$ cat src/rtl/pipe_ctrl.sv
// Pipeline hazard controller: memory-wait stalls with timeout, branch flushes,
// load-use interlock, operand forwarding select and a saturating stall counter.
module pipe_ctrl #(
  parameter int MAX_WAIT = 16
) (
  input  logic        clk,
  input  logic        rst,
  input  logic        id_valid,
  input  logic [4:0]  id_rs1,
  input  logic [4:0]  id_rs2,
  input  logic        id_use_rs1,
  input  logic        id_use_rs2,
  input  logic        ex_valid,
  input  logic        ex_reg_write,
  input  logic        ex_is_load,
  input  logic [4:0]  ex_rd,
  input  logic        ex_branch_taken,
  input  logic        mem_valid,
  input  logic        mem_reg_write,
  input  logic [4:0]  mem_rd,
  input  logic        mem_req,
  input  logic        mem_ack,
  input  logic        wb_valid,
  input  logic        wb_reg_write,
  input  logic [4:0]  wb_rd,
  output logic        if_stall,
  output logic        id_stall,
  output logic        ex_stall,
  output logic        mem_stall,
  output logic        if_flush,
  output logic        id_flush,
  output logic        wb_bubble,
  output logic [1:0]  fwd_a,
  output logic [1:0]  fwd_b,
  output logic        mem_timeout,
  output logic [31:0] stall_cnt
);

  typedef enum logic [1:0] {S_RUN, S_WAIT, S_ERR} state_t;

  localparam logic [7:0] WAIT_LAST = 8'(MAX_WAIT - 1);

  state_t      state_reg, state_next;
  logic [7:0]  wait_cnt_reg, wait_cnt_next;
  logic [31:0] stall_cnt_reg;

  logic memwait;
  logic mem_hold;
  logic load_use;

  assign memwait  = mem_valid & mem_req & ~mem_ack;
  assign mem_hold = memwait | (state_reg == S_ERR);

  assign load_use = id_valid & ex_valid & ex_is_load & ex_reg_write & (ex_rd != 5'd0) &
                    ((id_use_rs1 & (id_rs1 == ex_rd)) | (id_use_rs2 & (id_rs2 == ex_rd)));

  always_ff @(posedge clk) begin
    if (rst) begin
      state_reg     <= S_RUN;
      wait_cnt_reg  <= 8'd0;
      stall_cnt_reg <= 32'd0;
    end else begin
      state_reg    <= state_next;
      wait_cnt_reg <= wait_cnt_next;
      if (if_stall && (stall_cnt_reg != 32'hFFFF_FFFF))
        stall_cnt_reg <= stall_cnt_reg + 32'd1;
    end
  end

  always_comb begin
    state_next    = state_reg;
    wait_cnt_next = wait_cnt_reg;
    case (state_reg)
      S_RUN: begin
        if (memwait) begin
          state_next    = S_WAIT;
          wait_cnt_next = 8'd0;
        end
      end
      S_WAIT: begin
        // A dropped request without ack leaves the access pending.
        if (mem_ack) begin
          state_next    = S_RUN;
          wait_cnt_next = 8'd0;
        end else if (memwait) begin
          if (wait_cnt_reg == WAIT_LAST)
            state_next = S_ERR;
          else
            wait_cnt_next = wait_cnt_reg + 8'd1;
        end
      end
      S_ERR:   state_next = S_ERR;
      default: state_next = S_RUN;
    endcase
  end

  // Priority: memory stall, then redirect flush, then load-use interlock.
  always_comb begin
    if_stall  = 1'b0;
    id_stall  = 1'b0;
    ex_stall  = 1'b0;
    mem_stall = 1'b0;
    if_flush  = 1'b0;
    id_flush  = 1'b0;
    wb_bubble = 1'b0;
    if (!rst) begin
      if (mem_hold) begin
        if_stall  = 1'b1;
        id_stall  = 1'b1;
        ex_stall  = 1'b1;
        mem_stall = 1'b1;
        wb_bubble = 1'b1;
      end else if (ex_branch_taken) begin
        if_flush = 1'b1;
        id_flush = 1'b1;
      end else if (load_use) begin
        if_stall = 1'b1;
        id_stall = 1'b1;
        id_flush = 1'b1;
      end
    end
  end

  logic [4:0] op_rs  [2];
  logic       op_use [2];
  logic [1:0] op_fwd [2];
  logic       ex_fwd_ok, mem_fwd_ok, wb_fwd_ok;

  assign op_rs[0]  = id_rs1;
  assign op_rs[1]  = id_rs2;
  assign op_use[0] = id_use_rs1;
  assign op_use[1] = id_use_rs2;

  // Load data is not available in EX, so a load there never forwards.
  assign ex_fwd_ok  = ex_valid & ex_reg_write & ~ex_is_load;
  assign mem_fwd_ok = mem_valid & mem_reg_write;
  assign wb_fwd_ok  = wb_valid & wb_reg_write;

  for (genvar gi = 0; gi < 2; gi++) begin : g_fwd
    assign op_fwd[gi] = (!op_use[gi] || (op_rs[gi] == 5'd0))   ? 2'b00 :
                        (ex_fwd_ok  && (ex_rd  == op_rs[gi]))  ? 2'b01 :
                        (mem_fwd_ok && (mem_rd == op_rs[gi]))  ? 2'b10 :
                        (wb_fwd_ok  && (wb_rd  == op_rs[gi]))  ? 2'b11 : 2'b00;
  end

  assign fwd_a       = rst ? 2'b00 : op_fwd[0];
  assign fwd_b       = rst ? 2'b00 : op_fwd[1];
  assign mem_timeout = (state_reg == S_ERR);
  assign stall_cnt   = stall_cnt_reg;

endmodule

$ cat config.mk
export PLATFORM = sky130hd
export DESIGN_NAME = pipe_ctrl
export DESIGN_NICKNAME = d
export VERILOG_FILES = /design/src/rtl/pipe_ctrl.sv
export SDC_FILE = /design/constraint.sdc
export NUM_CORES = 1
export LEC_CHECK = 0
export CAP_MARGIN = 20
export CORE_AREA = 5 5 96 98
export DETAILED_ROUTE_END_ITERATION = 7
export DIE_AREA = 0 0 101 103
export DONT_BUFFER_PORTS = 1
export PLACE_DENSITY_LB_ADDON = 0.1
export REMOVE_ABC_BUFFERS = 1
export SYNTH_ARGS = -nofsm -noshare
export SYNTH_HDL_FRONTEND = slang
export SYNTH_SLANG_ARGS = --single-unit
export TNS_END_PERCENT = 30
$ cat constraint.sdc
create_clock -name clk -period 3 [get_ports clk]
set_clock_uncertainty 0.2 [all_clocks]
set_input_delay 0.75 -clock clk [delete_from_list [all_inputs] [get_ports clk]]
set_output_delay 0.75 -clock clk [all_outputs]
set_load 0.05 [all_outputs]
==> results.yml, run 1 <==
drt:
  vias: 2606
  wire_per_inst_um: 16.1
  drt_wl_total_um: 7680
  dr.pass1.iters: 4
  drcViolationCount: 0
  vias_per_cell: 5.45
  drtIter0Drc: 68
  ant_nets: 0
global_route:
  overflow: 0
  grt_max_degree: 55
  grt_usage_pct: 14.6
  grt_pass1_wl_um: 12300
  antenna_found_initial: 0
  grt_pass1_vias: 2445
clocking:
  cts_tree: "done"
  cts_hold_buf: 0
  clk_path_buf_depth: 2
  cts_setup_buffers: 0
  cts_sinks: 42
  clkLatencyLatePin_ns: 0.29
  numCtsBuffers: 5
  cts_max_level: 2
  cts_root_buffer: "clkbuf_8"
  path_clk_slew_ns: 0.08
  ctsResizeCount: 0
setup_path:
  reg2reg_setup_slack_ns: 0.54
  cp_data_required_time_ns: 2.05
  critPathKind: "primary input to output pin"
  worstPathArrival_ns: 1.89
  end_kind: "output pin"
  endpoint: "id_flush"
  r2r_cells: 6
  r2r_end: "stall_cnt[31]$_SDFFE_PP0P_"
  path_max_fanout: 3
  start_kind: "primary input"
  r2r_start: "stall_cnt[4]$_SDFFE_PP0P_"
  cp-startpoint: "ex_rd[2]"
logic_synthesis:
  synth_seq_cells: 42
  async_flop_share_pct: 0
  synthSimpleGateAreaFrac_pct: 30.2
  yosys.area_share.adder_pct: 0.900
  synth.top_cell.area_share_pct: 30.3
  synth_xor_area_share_pct: 11.3
  ys_seq_area_share_pct: 30.3
  synth_top_area_cell: "dfxtp_1"
  synth_most_common_cell: "dfxtp_1"
  syn_area_um2: 2780
  synth_area_leaders: "dfxtp_1 (30%), xnor2_1 (7.9%), a21oi_1 (5.4%)"
  yosysWarningCount: 0
  synth.area.mux_share_pct: 1.53
  synth.top_cells.by_count: "dfxtp_1 (42), a21oi_1 (30), nand2_1 (26)"
  ys.flop_type: "dfxtp_1"
  synth_compound_area_share_pct: 20.4
  synth_top_family_by_area: "simple AND/OR/NAND/NOR gates"
  synth_edf_count: 0
  synthCells: 337
  avgSynthCellArea_um2: 8.25
  ys_types: 52
outcome:
  outcome: "finished, final reports clean"
timing:
  maxSlewViolCount: 0
  fin_hold_ws_ns: 0.270
  period_needed_ns: 2.84
  max_freq_mhz: 353
  worst-slew-pin-transition_ns: 0.670
  finalSetupViolations: 0
  hold_viol: 0
  rsz0062_at_grt: "no"
  max-slew-margin-rel_pct: 55.2
  finalCritPeriodShare_pct: 94.5
die:
  placement_rows: 34
  die_x_um: 101
  die_h_um: 103
  start_util_pct: 33.2
  ioPinCount: 84
  coreArea_um2: 8380
  die_area_um2: 10400
layout:
  fill_cells: 867
  layout-drive-gt1-share_pct: 17.6
  nets: 411
  largest_reg_flops: 32
  stdcell_count: 478
  n_antenna_cell: 0
  syn2layout_area_growth_pct: 16.5
place:
  dp.final_hpwl_um: 5880
  dp_cells: 470
  gp_congestion: 0.815
  io_buffers: 0
min_path:
  hold_path_startpoint: "wait_cnt_reg[1]$_SDFFE_PP0P_"
  min_path_type: "register to register"
run:
  cap_violations: 0
power_and_ir_drop:
  p_leak_nw: 1.10
  power_density_nw_per_um2: 339
  peakVddDrop_mv: 0.166
==> per-stage QoR <==
stage               area [um2]  utilization, %  setup slack, ns  setup TNS [ns]  power (mW)
floorplan                 2650               -           -0.746          -12.74       0.648
global placement          3130            37.4            0.176               0       0.667
detailed placement        3130            37.4            0.145               0       0.667
CTS                       3240            38.6            0.143               0        1.12
global route              3240            38.6           0.0817               0        1.15
finish                    3240            38.6            0.165               0        1.10
==> per-layer routing <==
layer / GRT usage [%] / wire length [um] / vias to the layer above
met2: 24.6 / 3690 / 52
met4: 2.97 / 59 / 0
met3: 4.19 / 487 / 6
li1: - / - / 1319
met1: 18.7 / 3440 / 1229
met5: 0 / 0 / -
==> cells by family (layout without fill, tap and decap cells) <==
logic type | after synthesis | after routing
AO/OA/AOI/OAI | 82 | 82
XOR/XNOR | 36 | 36
adder cells (fa/ha/maj) | 2 | 2
buffers and inverters | 23 | 56
flip-flops | 42 | 42
multiplexers | 4 | 4
AND/OR/NAND/NOR | 148 | 148
==> cell usage in the layout (no fill, tap or decap), types with 4 or more instances in the layout <==
cell type | Yosys | final
or4_1 | 15 | 15
xnor2_1 | 25 | 25
or3_1 | 14 | 14
buf_4 | 6 | 40
nand2_1 | 26 | 26
dfxtp_1 | 42 | 42
clkbuf_8 | 1 | 5
nor3_1 | 7 | 7
nor2_1 | 24 | 24
inv_1 | 6 | 6
o21ai_0 | 13 | 13
a21oi_1 | 30 | 30
o31ai_1 | 15 | 15
and3_1 | 6 | 6
xor2_1 | 11 | 11
nor4_1 | 5 | 5
nand3_1 | 20 | 20
nand4_1 | 13 | 13
o21a_1 | 4 | 4
==> critical path: stages <==
cell	delay, ns
xor2_1	0.14
nor3_2	0.25
a32o_2	0.28
a21oi_1	0.08
nor3_1	0.15
buf_4	0.23
==> how the worst min path moves through the flow <==
stage / end / cells past startpoint / slack [ns]
after floorplan: wait_cnt_reg[1]$_SDFFE_PP0P_ / 2 / 0.24
after global placement: wait_cnt_reg[1]$_SDFFE_PP0P_ / 2 / 0.26
final: wait_cnt_reg[1]$_SDFFE_PP0P_ / 2 / 0.27
after global routing: stall_cnt[21]$_SDFFE_PP0P_ / 1 / 0.30
after CTS: wait_cnt_reg[1]$_SDFFE_PP0P_ / 2 / 0.27
after detailed placement: wait_cnt_reg[1]$_SDFFE_PP0P_ / 2 / 0.26
==> where the power goes <==
part / total (mW) / leakage, nW / internal [mW] / switching [mW]
logic: 0.0945 / 0.709 / 0.0448 / 0.0497
registers: 0.558 / 0.338 / 0.557 / 0.00102
clock network: 0.446 / 0.0524 / 0.249 / 0.197
==> cell type report <==
type / instances / area [um2] / share of cell area (%)
inverter: 6 / 22.5 / 0.696
sequential: 42 / 841 / 26.0
clock inverter: 1 / 30.0 / 0.927
tap: 108 / 135 / 4.17
clock buffer: 7 / 76.3 / 2.36
timing repair buffer: 42 / 340 / 10.5
multi-input combinational: 272 / 1790 / 55.4
(Power assumes the default switching activity.)
==> inputs of run 2 (changes only) <==
--- a/config.mk
+++ b/config.mk
@@ -6,9 +6,10 @@
 export NUM_CORES = 1
 export LEC_CHECK = 0
 export CAP_MARGIN = 20
-export CORE_AREA = 5 5 96 98
+export CORE_AREA = 5 5 72 74
+export CTS_BUF_LIST = sky130_fd_sc_hd__clkbuf_8
 export DETAILED_ROUTE_END_ITERATION = 7
-export DIE_AREA = 0 0 101 103
+export DIE_AREA = 0 0 77 79
 export DONT_BUFFER_PORTS = 1
 export PLACE_DENSITY_LB_ADDON = 0.1
 export REMOVE_ABC_BUFFERS = 1
==> run 2 against run 1 <==
Critical path depth unchanged; sequential power about the same; global-route usage grew 8.2 points; non-clock buffer count is 1 lower; combinational power is essentially flat; fmax down 0.27%; core utilization is 32 points higher; via count barely moved; power is 9.2% higher; final cell count fell by 12%.
==> results.yml, run 2 (synthesized netlist as in run 1, its figures left out) <==
outcome:
  outcome: "finished, final reports clean"
die:
  placement_rows: 25
  die_h_um: 79
  die_x_um: 77
  ioPinCount: 84
  die_area_um2: 6080
  start_util_pct: 61.3
  coreArea_um2: 4540
power_and_ir_drop:
  power_density_nw_per_um2: 376
  peakVddDrop_mv: 0.322
  p_leak_nw: 1.11
timing:
  finalCritPeriodShare_pct: 94.8
  rsz0062_at_grt: "no"
  finalSetupViolations: 0
  maxSlewViolCount: 0
  final.setup.tns_ns: 0
  fin_hold_ws_ns: 0.288
  hold_viol: 0
  max_freq_mhz: 352
  period_needed_ns: 2.84
  worst-slew-pin-transition_ns: 0.679
  max-slew-margin-rel_pct: 54.7
clocking:
  cts_max_level: 2
  clkLatencyLatePin_ns: 0.30
  numCtsBuffers: 5
  path_clk_slew_ns: 0.08
  cts_hold_buf: 0
  clk_path_buf_depth: 2
  ctsResizeCount: 0
  cts_setup_buffers: 0
  cts_tree: "done"
  cts_sinks: 42
  cts_root_buffer: "clkbuf_8"
global_route:
  overflow: 0
  antenna_found_initial: 0
  grt_usage_pct: 22.8
  grt_max_degree: 55
  grt_pass1_wl_um: 11600
  grt_pass1_vias: 2514
min_path:
  hold_depth: 2
  min_path_type: "register to register"
setup_path:
  end_kind: "output pin"
  r2r_cells: 6
  start_kind: "primary input"
  worstPathArrival_ns: 1.89
  critPathKind: "primary input to output pin"
  cp_data_required_time_ns: 2.05
  path_max_fanout: 3
layout:
  mostFrequentLayoutCells: "dfxtp_1 (42), buf_4 (39), a21oi_1 (30)"
  nets: 410
  largest_reg_flops: 32
  syn2layout_area_growth_pct: 14.9
  postLayoutCoreUtil_pct: 70.4
  layout-drive-gt1-share_pct: 17.9
  postLayoutCellArea_um2: 3190
  n_antenna_cell: 0
  final_common_cell: "dfxtp_1"
place:
  io_buffers: 0
  dp.final_hpwl_um: 5110
  gp_congestion: 0.835
  post_dp_cell_area_um2: 3060
drt:
  drt_wl_total_um: 6900
  wire_per_inst_um: 16.3
  dr.pass1.iters: 4
  drtIter0Drc: 144
  vias_per_cell: 6.16
  drcViolationCount: 0
  ant_nets: 0
  vias: 2604
run:
  cap_violations: 0
==> run 2: changes by cell type in the layout (fill, tap and decap cells not counted), sizes merged <==
cell    previous run  this run
clkinv             0         1
clkbuf             7         5
bufinv             1         2
buf               42        41
==> run 2: path summary, 6_finish.rpt <==
kind                                              startpoint                            to  slack [ns]
worst min-delay path            wait_cnt_reg[1]$_SDFFE_PP0P_  wait_cnt_reg[1]$_SDFFE_PP0P_        0.29
worst max register to register    stall_cnt[23]$_SDFFE_PP0P_    stall_cnt[14]$_SDFFE_PP0P_        0.60
worst min register to register  wait_cnt_reg[1]$_SDFFE_PP0P_  wait_cnt_reg[1]$_SDFFE_PP0P_        0.29
worst max-delay path                                ex_rd[2]                      id_flush        0.16
==> run 2: critical path: stages <==
cell and delay, ns:
xor2_1 0.15, nor3_2 0.26, a32o_2 0.27, a21oi_1 0.10, nor3_1 0.14, buf_4 0.22
==> run 2: through the flow <==
step	cells	total power [mW]	setup slack [ns]
finish	423	1.20	0.157
global route	423	1.24	0.0792
CTS	423	1.21	0.170
detailed placement	415	0.666	0.173
global placement	415	0.665	0.182
floorplan	320	0.648	-0.746
==> run 2: where the power goes <==
part / internal (mW) / leakage (nW) / switching (mW)
Clock: 0.334 / 0.0683 / 0.214
Sequential: 0.558 / 0.338 / 0.00104
Combinational: 0.0448 / 0.703 / 0.0496
==> run 2: final cells by class <==
cell class / instances / area [um2]
timing repair buffer: 41 / 333
inverter: 6 / 22.5
tap: 54 / 67.6
clock inverter: 3 / 68.8
fill: 367 / 1340
clock buffer: 5 / 68.8
sequential: 42 / 841
multi-input combinational: 272 / 1790
==> run 2: metal layers <==
metal | vias up | track usage [%] | share of wire, %
met3 | 9 | 8.96 | 8.7
met2 | 73 | 38.0 | 47
met4 | 0 | 6.19 | 1.0
li1 | 1317 | - | -
met1 | 1205 | 27.4 | 43
met5 | - | 0 | 0
==> inputs of run 3 (changes only) <==
--- a/config.mk
+++ b/config.mk
@@ -5,12 +5,12 @@
 export SDC_FILE = /design/constraint.sdc
 export NUM_CORES = 1
 export LEC_CHECK = 0
+export BUFFER_PORTS_ARGS = -buffer_cell sky130_fd_sc_hd__buf_2
 export CAP_MARGIN = 20
-export CORE_AREA = 5 5 72 74
+export CORE_AREA = 5 5 78 80
 export CTS_BUF_LIST = sky130_fd_sc_hd__clkbuf_8
 export DETAILED_ROUTE_END_ITERATION = 7
-export DIE_AREA = 0 0 77 79
-export DONT_BUFFER_PORTS = 1
+export DIE_AREA = 0 0 83 85
 export PLACE_DENSITY_LB_ADDON = 0.1
 export REMOVE_ABC_BUFFERS = 1
 export SYNTH_ARGS = -nofsm -noshare
==> constraint.sdc (replaced) <==
create_clock -name clk -period 3 [get_ports clk]
set_clock_uncertainty 0.2 [all_clocks]
set_input_delay 0.6 -clock clk [delete_from_list [all_inputs] [get_ports clk]]
set_output_delay 0.6 -clock clk [all_outputs]
set_load 0.05 [all_outputs]
==> run 3 against run 2 <==
Worst hold slack better by 0.0043 ns; core utilization is 8.3 points lower; final area is 3.8% higher; sequential share of layout area is 0.96 points lower; power is 9.1% lower; clock-buffer cell count is 1 higher; die area is 16% higher; largest power group unchanged; critical path depth is 2 higher; highest routed layer unchanged; sequential cell count stayed put.
==> results.yml, run 3 (synthesized netlist as in run 1, its figures left out) <==
outcome:
  outcome: "finished, final reports clean"
global_route:
  grt_pass1_vias: 2470
  grt_max_degree: 55
  overflow: 0
  grt_usage_pct: 19.7
  grt_pass1_wl_um: 11700
  antenna_found_initial: 0
clocking:
  cts_sinks: 42
  path_clk_slew_ns: 0.08
  cts_max_level: 2
  clkLatencyLatePin_ns: 0.29
  cts_setup_buffers: 0
  cts_root_buffer: "clkbuf_8"
  cts_tree: "done"
  clk_path_buf_depth: 2
  numCtsBuffers: 5
drt:
  wl_met2_um: 3410
  vias: 2793
  drtIter0Drc: 133
  drt_wl_total_um: 7170
  dr.pass1.iters: 4
  wire_per_inst_um: 14.7
  vias_per_cell: 5.71
  m1WireLength_um: 3300
  drcViolationCount: 0
  top_layer_used: "met4"
  wl_met3_um: 369
  ant_nets: 0
power_and_ir_drop:
  peakVddDrop_mv: 0.279
  p_leak_nw: 1.29
  p_int_uw: 803
  power_density_nw_per_um2: 329
  p_switching_uw: 288
  switching_share_pct: 26.4
  pwr-share-clk_pct: 35.2
  p_total_mw: 1.09
  combPwrFrac_pct: 13.6
  seq_power_share_pct: 51.2
setup_path:
  start_kind: "primary input"
  reg2reg_setup_slack_ns: 0.53
  critPathKind: "primary input to output pin"
  cp_data_required_time_ns: 2.20
  r2r_cells: 6
  r2r_end: "stall_cnt[31]$_SDFFE_PP0P_"
  end_kind: "output pin"
  path_max_fanout: 3
  r2r_start: "stall_cnt[2]$_SDFFE_PP0P_"
  worstPathArrival_ns: 1.97
die:
  die_x_um: 83
  die_h_um: 85
  start_util_pct: 52.1
  ioPinCount: 84
  coreArea_um2: 5340
  placement_rows: 27
  die_area_um2: 7060
run:
  cap_violations: 0
min_path:
  hold_depth: 2
  min_path_type: "register to register"
  hold_path_startpoint: "wait_cnt_reg[1]$_SDFFE_PP0P_"
  hold_end: "wait_cnt_reg[1]$_SDFFE_PP0P_"
layout:
  n_antenna_cell: 0
  syn2layout_area_growth_pct: 19.3
  nets: 458
  postLayoutCellArea_um2: 3320
  mostFrequentLayoutCells: "buf_2 (83), dfxtp_1 (42), a21oi_1 (30)"
  layout-drive-gt1-share_pct: 27.3
  final_common_cell: "buf_2"
  largest_reg_flops: 32
timing:
  max_freq_mhz: 362
  maxSlewViolCount: 0
  max-slew-margin-rel_pct: 61.4
  worst-slew-pin-transition_ns: 0.572
  finalSetupViolations: 0
  hold_viol: 0
  rsz0062_at_grt: "no"
  period_needed_ns: 2.77
  finalCritPeriodShare_pct: 92.2
place:
  gp_congestion: 0.902
  io_buffers: 83
  post_dp_cell_area_um2: 3210
  dp.final_hpwl_um: 5380
-- run 3: timing repair --
action / CTS / global route
hold buffers: 0 / 0
endpoints found under the setup margin: 0 / 2
gates resized for setup: 0 / 1
-- run 3: per-stage QoR --
step / cells / setup TNS, ns / hold slack (ns) / util, % / setup slack (ns)
final: 489 / 0 / 0.293 / 62.1 / 0.234
after global routing: 489 / 0 / 0.311 / 62.1 / 0.165
after CTS: 489 / 0 / 0.293 / 62.0 / 0.107
after detailed placement: 481 / 0 / 0.276 / 60.2 / 0.106
after global placement: 481 / 0 / 0.270 / 60.2 / 0.174
after floorplan: 320 / -7.20 / 0.243 / - / -0.446
-- run 3: worst max-delay path: stages --
cell and delay, ns:
buf_2 0.12, buf_4 0.15, xnor2_1 0.17, nand4_1 0.11, nor2_1 0.19, o21ai_0 0.12
a21boi_0 0.20, buf_2 0.30
-- run 3: worst max-delay path by stage --
stage,start,endpoint,slack (ns),depth (start not counted)
finish,id_rs2[4],fwd_b[0],0.23,8
detailed placement,id_rs1[1],if_stall,0.11,7
CTS,id_rs1[1],if_stall,0.11,7
global placement,id_rs2[0],if_stall,0.17,7
global route,ex_rd[2],if_stall,0.17,7
floorplan,mem_ack,id_stall,-0.45,4
-- run 3: power by group through the flow --
stage | combinational (mW) | sequential (mW) | clock (mW)
2_1_floorplan | 0.0758 | 0.572 | 0
3_3_place_gp | 0.146 | 0.572 | 0
3_5_place_dp | 0.147 | 0.572 | 0
4_1_cts | 0.147 | 0.559 | 0.398
5_1_grt | 0.160 | 0.559 | 0.427
6_report | 0.148 | 0.559 | 0.384
-- run 3: cell type report --
class	instances	area, um2
fill	514	2020
multi-input combinational	272	1790
sequential	42	841
timing repair buffer	89	473
tap	72	90.1
clock buffer	6	82.6
inverter	6	22.5
clock inverter	2	12.5
-- run 3: metal layers --
| layer | GRT usage, % | up-vias |
|---|---|---|
| li1 | - | 1417 |
| met1 | 26.5 | 1296 |
| met2 | 32.1 | 70 |
| met4 | 4.61 | 0 |
| met5 | 0 | - |
| met3 | 4.37 | 10 |
